$ cat config.mk
export PLATFORM = sky130hd
export DESIGN_NAME = ir_prefix_latch_flat
export DESIGN_NICKNAME = d
export VERILOG_FILES = /design/src/rtl/ir_prefix_latch_pkg.sv /design/src/rtl/ir_prefix_latch_if.sv /design/src/rtl/ir_prefix_latch_pfx_next.sv /design/src/rtl/ir_prefix_latch.sv /design/src/flat_wrapper.sv
export SDC_FILE = /design/constraint.sdc
export NUM_CORES = 1
export LEC_CHECK = 0
export ABC_CLOCK_PERIOD_IN_PS = 2300
export CORE_MARGIN = 2
export CORE_UTILIZATION = 45
export CTS_BUF_LIST = sky130_fd_sc_hd__clkbuf_4
export CTS_CLUSTER_DIAMETER = 30
export CTS_CLUSTER_SIZE = 24
export DETAILED_ROUTE_END_ITERATION = 6
export PLACE_DENSITY = 0.82
export SLEW_MARGIN = 10
export SYNTH_ARGS = -nofsm -noshare
export SYNTH_HDL_FRONTEND = slang
export SYNTH_HIERARCHICAL = 1
export SYNTH_SLANG_ARGS = --single-unit
$ cat constraint.sdc
create_clock -name clk -period 2.3 [get_ports clk]
set_input_delay 0.69 -clock clk [delete_from_list [all_inputs] [get_ports clk]]
set_output_delay 0.69 -clock clk [all_outputs]
set_load 0.02 [all_outputs]
$ cat src/rtl/ir_prefix_latch_pkg.sv
// Shared opcode constants, prefix-vector bit positions and decode-table type
// for the instruction register / prefix tracker.
package z80_pkg;

  localparam logic [7:0] OP_NOP = 8'h00;
  localparam logic [7:0] OP_DD  = 8'hDD;
  localparam logic [7:0] OP_FD  = 8'hFD;
  localparam logic [7:0] OP_CB  = 8'hCB;
  localparam logic [7:0] OP_ED  = 8'hED;

  localparam int PFX_IXY0 = 4;
  localparam int PFX_IXY1 = 3;
  localparam int PFX_XX   = 2;
  localparam int PFX_CB   = 1;
  localparam int PFX_ED   = 0;

  typedef enum logic [1:0] {
    TBL_XX = 2'd0,
    TBL_CB = 2'd1,
    TBL_ED = 2'd2
  } tbl_e;

  function automatic logic [4:0] pfx_encode(input tbl_e tbl, input logic ixy);
    logic [4:0] p;
    p           = '0;
    p[PFX_IXY0] = ~ixy;
    p[PFX_IXY1] = ixy;
    p[PFX_XX]   = (tbl == TBL_XX);
    p[PFX_CB]   = (tbl == TBL_CB);
    p[PFX_ED]   = (tbl == TBL_ED);
    return p;
  endfunction

  function automatic logic is_prefix_op(input logic [7:0] op);
    return (op == OP_DD) || (op == OP_FD) || (op == OP_CB) || (op == OP_ED);
  endfunction

endpackage

$ cat src/rtl/ir_prefix_latch_if.sv
// Bus between the M1/sequencer control and the IR/prefix tracker that feeds
// pla_decode.
interface ir_prefix_latch_if;
  logic [7:0] db;
  logic       ir_we;
  logic       ir_we_xcb;
  logic       in_halt;
  logic       int_ack;
  logic [7:0] ir;
  logic [4:0] prefix;
  logic       iy_sel;
  logic       pfx_pending;

  modport master (
    output db, ir_we, ir_we_xcb, in_halt, int_ack,
    input  ir, prefix, iy_sel, pfx_pending
  );

  modport slave (
    input  db, ir_we, ir_we_xcb, in_halt, int_ack,
    output ir, prefix, iy_sel, pfx_pending
  );
endinterface

$ cat src/rtl/ir_prefix_latch_pfx_next.sv
// Next decode-table / index-register state, derived from the byte currently
// held in the IR and the table it was decoded under.
module pfx_next
  import z80_pkg::*;
(
  input  logic [7:0] ir_old,
  input  tbl_e       tbl_old,
  input  logic       ixy_old,
  input  logic       iy_old,
  input  logic       xcb,
  output tbl_e       tbl_nx,
  output logic       ixy_nx,
  output logic       iy_nx,
  output logic       xcb_ok
);

  always_comb begin
    tbl_nx = TBL_XX;
    ixy_nx = 1'b0;
    iy_nx  = iy_old;
    // The 4th byte of DD/FD CB d op is only meaningful right after the CB.
    xcb_ok = xcb && (tbl_old == TBL_XX) && ixy_old && (ir_old == OP_CB);
    if (tbl_old == TBL_XX) begin
      case (ir_old)
        OP_DD: begin
          ixy_nx = 1'b1;
          iy_nx  = 1'b0;
        end
        OP_FD: begin
          ixy_nx = 1'b1;
          iy_nx  = 1'b1;
        end
        OP_CB: begin
          tbl_nx = TBL_CB;
          ixy_nx = ixy_old;
        end
        OP_ED: tbl_nx = TBL_ED;
        default: ;
      endcase
    end
  end

endmodule

$ cat src/rtl/ir_prefix_latch.sv
// Instruction register and DD/FD/CB/ED prefix tracker; presents the byte
// under decode and one-hot table/index qualifiers to pla_decode.
module ir_prefix_latch
  import z80_pkg::*;
#(
  parameter logic [7:0] NOP_OP    = 8'h00,
  parameter logic [4:0] PFX_RESET = 5'b10100
) (
  input logic              clk,
  input logic              nreset,
  ir_prefix_latch_if.slave bus
);

  logic [7:0] ir_q, ir_d;
  tbl_e       tbl_q, tbl_d, tbl_nx;
  logic       ixy_q, ixy_d, ixy_nx;
  logic       iy_q, iy_d, iy_nx;
  logic [4:0] pfx_q, pfx_d;
  logic       pend_q, pend_d;
  logic       xcb_ok;

  // A simultaneous ir_we wins, so the extra-byte strobe is masked here.
  pfx_next u_pfx_next (
    .ir_old  (ir_q),
    .tbl_old (tbl_q),
    .ixy_old (ixy_q),
    .iy_old  (iy_q),
    .xcb     (bus.ir_we_xcb && !bus.ir_we),
    .tbl_nx  (tbl_nx),
    .ixy_nx  (ixy_nx),
    .iy_nx   (iy_nx),
    .xcb_ok  (xcb_ok)
  );

  always_comb begin
    ir_d  = ir_q;
    tbl_d = tbl_q;
    ixy_d = ixy_q;
    iy_d  = iy_q;
    if (bus.int_ack) begin
      ir_d  = NOP_OP;
      tbl_d = TBL_XX;
      ixy_d = 1'b0;
      iy_d  = 1'b0;
    end else if (bus.ir_we || xcb_ok) begin
      ir_d  = bus.in_halt ? NOP_OP : bus.db;
      tbl_d = tbl_nx;
      ixy_d = ixy_nx;
      iy_d  = iy_nx;
    end
    pfx_d  = pfx_encode(tbl_d, ixy_d);
    pend_d = (tbl_d == TBL_XX) && is_prefix_op(ir_d);
  end

  always_ff @(posedge clk or negedge nreset) begin
    if (!nreset) begin
      ir_q   <= NOP_OP;
      tbl_q  <= TBL_XX;
      ixy_q  <= 1'b0;
      iy_q   <= 1'b0;
      pfx_q  <= PFX_RESET;
      pend_q <= 1'b0;
    end else begin
      ir_q   <= ir_d;
      tbl_q  <= tbl_d;
      ixy_q  <= ixy_d;
      iy_q   <= iy_d;
      pfx_q  <= pfx_d;
      pend_q <= pend_d;
    end
  end

  assign bus.ir          = ir_q;
  assign bus.prefix      = pfx_q;
  assign bus.iy_sel      = iy_q;
  assign bus.pfx_pending = pend_q;

  a_no_dual_strobe : assert property (@(posedge clk) disable iff (!nreset)
    !(bus.ir_we && bus.ir_we_xcb));

  a_prefix_onehot : assert property (@(posedge clk) disable iff (!nreset)
    $onehot(pfx_q[4:3]) && $onehot(pfx_q[2:0]));

endmodule

$ cat src/flat_wrapper.sv
// flat-port wrapper written by rule: the top's interface ports become plain ports
module ir_prefix_latch_flat import z80_pkg::*;
#(
  parameter logic [7:0] NOP_OP    = 8'h00,
  parameter logic [4:0] PFX_RESET = 5'b10100
)
  (clk, nreset, bus_db, bus_ir_we, bus_ir_we_xcb, bus_in_halt, bus_int_ack, bus_ir, bus_prefix, bus_iy_sel, bus_pfx_pending);
  ir_prefix_latch_if bus_i ();
  input logic clk;
  input logic nreset;
  input wire logic [$bits(bus_i.db)-1:0] bus_db;
  input wire logic [$bits(bus_i.ir_we)-1:0] bus_ir_we;
  input wire logic [$bits(bus_i.ir_we_xcb)-1:0] bus_ir_we_xcb;
  input wire logic [$bits(bus_i.in_halt)-1:0] bus_in_halt;
  input wire logic [$bits(bus_i.int_ack)-1:0] bus_int_ack;
  output wire logic [$bits(bus_i.ir)-1:0] bus_ir;
  output wire logic [$bits(bus_i.prefix)-1:0] bus_prefix;
  output wire logic [$bits(bus_i.iy_sel)-1:0] bus_iy_sel;
  output wire logic [$bits(bus_i.pfx_pending)-1:0] bus_pfx_pending;
  assign bus_i.db = bus_db;
  assign bus_i.ir_we = bus_ir_we;
  assign bus_i.ir_we_xcb = bus_ir_we_xcb;
  assign bus_i.in_halt = bus_in_halt;
  assign bus_i.int_ack = bus_int_ack;
  assign bus_ir = bus_i.ir;
  assign bus_prefix = bus_i.prefix;
  assign bus_iy_sel = bus_i.iy_sel;
  assign bus_pfx_pending = bus_i.pfx_pending;
  ir_prefix_latch #(.NOP_OP(NOP_OP), .PFX_RESET(PFX_RESET)) u_core (.clk(clk), .nreset(nreset), .bus(bus_i));
endmodule
==> run_results.csv <==
group,metric,value,unit
logic_synthesis,synth_flop_cell,"dfrtp_1",
die,dieArea,2390,um^2
logic_synthesis,synth_cell_types,38,
min_path,holdPathEnd,"u_core/bus.iy_sel$_DFFE_PN0P_",
sta,clock-skew-final,0.00519,ns
clocking,cts.clk_slew.worst_paths,0.10,ns
critical_path,rrSetupSlack,0.24,ns
global_route,overflow,0,
global_route,grt_pass1_vias,766,
critical_path,arrival,2.38,ns
die,fp.dieW,48.9,um
min_path,holdCritPathClass,"reg -> reg",
critical_path,reg2reg_to,"u_core/bus.pfx_pending$_DFF_PN0_",
logic_synthesis,syn_inst,88,
logic_synthesis,synth_warnings,6,
finish,fin_cells,151,
global_route,antenna_found_initial,0,
sta,worst_pin_slew,0.498,ns
finish,regArea,428,um^2
logic_synthesis,synthArstFlopShare,100,%
logic_synthesis,syn_area,908,um^2
critical_path,crit_buf_inv,1,
sta,holdWs,0.563,ns
global_route,grt_pass1_wl,3600,um
detailed_routing,finalWirelength,2150,um
clocking,cts_setup_buffers,0,
logic_synthesis,synth_enable_flop_cells,0,
pwr,max-vdd-ir-drop,0.247,mV
die,core_region_area,1940,um^2
critical_path,worstPathMaxFanout,7,
clocking,cts_buffers,3,
critical_path,cp.required,2.48,ns
clocking,cts_max_level,1,
clocking,cts_sinks,17,
job,maxCapViolCount,0,
detailed_routing,post-route-drc-count,0,
critical_path,r2r_cells,7,
critical_path,cp-start-kind,"input pin",
critical_path,path_delay_family,"simple AND/OR/NAND/NOR gates",
critical_path,r2r_start,"u_core/bus.ir[3]$_DFF_PN0_",
clocking,cts_tree,"done",
sta,hold_viol,0,
die,ios,29,
place,dpl.cell_count,147,
finish,area_growth,41.5,%
global_route,grt_max_degree,18,
clocking,cts_buffer_depth,2,
sta,period_needed,2.20,ns
run_status,status,"finished clean",
sta,rsz0062_at_grt,"false",
clocking,cts_root_buf,"clkbuf_4",
finish,fin_nets,139,
critical_path,critPathKind,"in -> reg",
detailed_routing,ant_nets,0,
sta,final.setup.tns,0,ns
critical_path,crit_path_end_kind,"flop",
detailed_routing,num_vias,810,
die,fp.dieH,48.9,um
detailed_routing,drtPass1Iterations,4,
sta,fin_crit_sh,95.6,%
pwr,finalPower,0.000582,W
place,portBuffers,28,
critical_path,critPathSlowestCell,"clkdlybuf4s50_1",
finish,multi_input_area,438,um^2
finish,diodes,0,
logic_synthesis,yosysSeqAreaShare,47.1,%
min_path,hold_depth,2,
pwr,power_density,453,nW/um^2
clocking,postCtsHoldBufs,0,
critical_path,cp_slowest_stage_delay,0.48,ns
place,dpl.hpwl,1600,um
place,gp_congestion,0.809,
logic_synthesis,syn_nets,102,
min_path,min_from,"u_core/bus.iy_sel$_DFFE_PN0P_",
critical_path,crit_path_cell_trace,"clkdlybuf4s50_1 -> and2b_2 -> and3_1 -> or2_1 -> nand4b_1 -> a21oi_1 -> o2111a_1",
detailed_routing,first_iter_violations,15,
die,start_util,46.8,%
sta,finalMaxSlewViolations,0,
logic_synthesis,synth-seq-cells,17,
die,num_rows,16,
pwr,leakagePower,0.556,nW
clocking,post_cts_resize_count,0,
sta,slew_headroom,66.7,%
global_route,grt_usage,19.4,%
finish,drive_gt1_share,23.4,%
sta,fmax,455,MHz
finish,fill_cells,174,
detailed_routing,routed_via_density,5.36,
clocking,clk_latency,0.28,ns
sta,final-setup-viol-count,0,
logic_synthesis,avgSynthCellArea,10.3,um^2
detailed_routing,avgRoutedWirePerCell,14.2,um
==> state kept, by name, summed over array words and instances, names as in the netlist <==
register                flops
u_core/bus.ir               8
u_core/bus.prefix           5
u_core/tbl_q                2
u_core/bus.iy_sel           1
u_core/bus.pfx_pending      1
==> Yosys cell counts, types with 2 or more instances <==
library cell,n,area [um^2]
dfrtp_1,15,375
nand3b_1,5,37.5
inv_1,2,7.51
nand2_1,7,26.3
dfstp_2,2,52.6
buf_4,2,15.0
mux2i_1,4,40.0
nor3_1,4,20.0
and4_4,2,22.5
or2_1,2,12.5
a21oi_1,9,45.0
nor2b_1,2,12.5
nor2_1,7,26.3
==> stage by stage <==
step	utilization, %	setup slack (ns)	cell area, um^2
6_report	66.2	0.100	1280
4_1_cts	66.2	0.121	1280
5_1_grt	66.2	0.0357	1280
2_1_floorplan	-	0.329	908
3_5_place_dp	64.6	-0.190	1250
3_3_place_gp	64.6	-0.116	1250
==> how the worst max path moves through the flow <==
stage | cells past startpoint | slack [ns] | end | from
final | 7 | 0.10 | u_core/bus.pfx_pending$_DFF_PN0_ | bus_ir_we
after global routing | 8 | 0.04 | u_core/bus.prefix[0]$_DFF_PN0_ | bus_ir_we
after floorplan | 8 | 0.33 | u_core/bus.pfx_pending$_DFF_PN0_ | u_core/bus.ir[6]$_DFF_PN0_
after CTS | 7 | 0.12 | u_core/bus.pfx_pending$_DFF_PN0_ | bus_ir_we
after detailed placement | 7 | -0.19 | u_core/bus.pfx_pending$_DFF_PN0_ | bus_ir_we
after global placement | 7 | -0.12 | u_core/bus.pfx_pending$_DFF_PN0_ | bus_ir_we
==> layer usage <==
layer  up-vias  global-route usage [%]  part of all wire, %
li1        392                       -                    -
met1       381                    25.9                   47
met2        31                    31.1                   46
met3         6                    2.76                  5.1
met4         0                    9.05                  1.9
met5         -                       0                    0
==> where the power goes <==
part / switching, W / internal, W
Clock: 0.0000915 / 0.0000791
Combinational: 0.0000473 / 0.0000523
Sequential: 0.00000654 / 0.000305
Total: 0.000145 / 0.000436
==> placed cells by master, fill, tap and decap left out, types with 2 or more instances in the layout <==
master	n
mux2i_1	4
inv_1	2
nand2_1	7
clkdlybuf4s50_1	28
nand3b_1	5
clkbuf_4	4
dfrtp_1	15
dfstp_2	2
nor2_1	7
nor2b_1	2
a21oi_1	9
and4_4	2
buf_4	9
nor3_1	4
or2_1	2
==> logic make-up (layout without fill, tap and decap cells) <==
family                 after synthesis  count (layout)  share of synthesized area (%)
AND/OR/NAND/NOR                     42              42                           28.9
multiplexers                         5               5                           6.06
AO/OA/AOI/OAI                       17              17                           13.2
buffers and inverters                7              43                           4.68
flip-flops                          17              17                           47.1
==> worst min-delay path: cells and delay by family, from the launching register on <==
family,cells,cell delay (ns)
AND/OR/NAND/NOR,1,0.07
AO/OA/AOI/OAI,1,0.05
flip-flops,1,0.41
==> final cells by class <==
cell class,instances,area share [%]
clock buffer,4,2.34
inverter,2,0.584
multi-input combinational,64,34.1
tap,27,2.63
sequential,17,33.3
timing repair buffer,37,27.1
(Power assumes the default switching activity.)
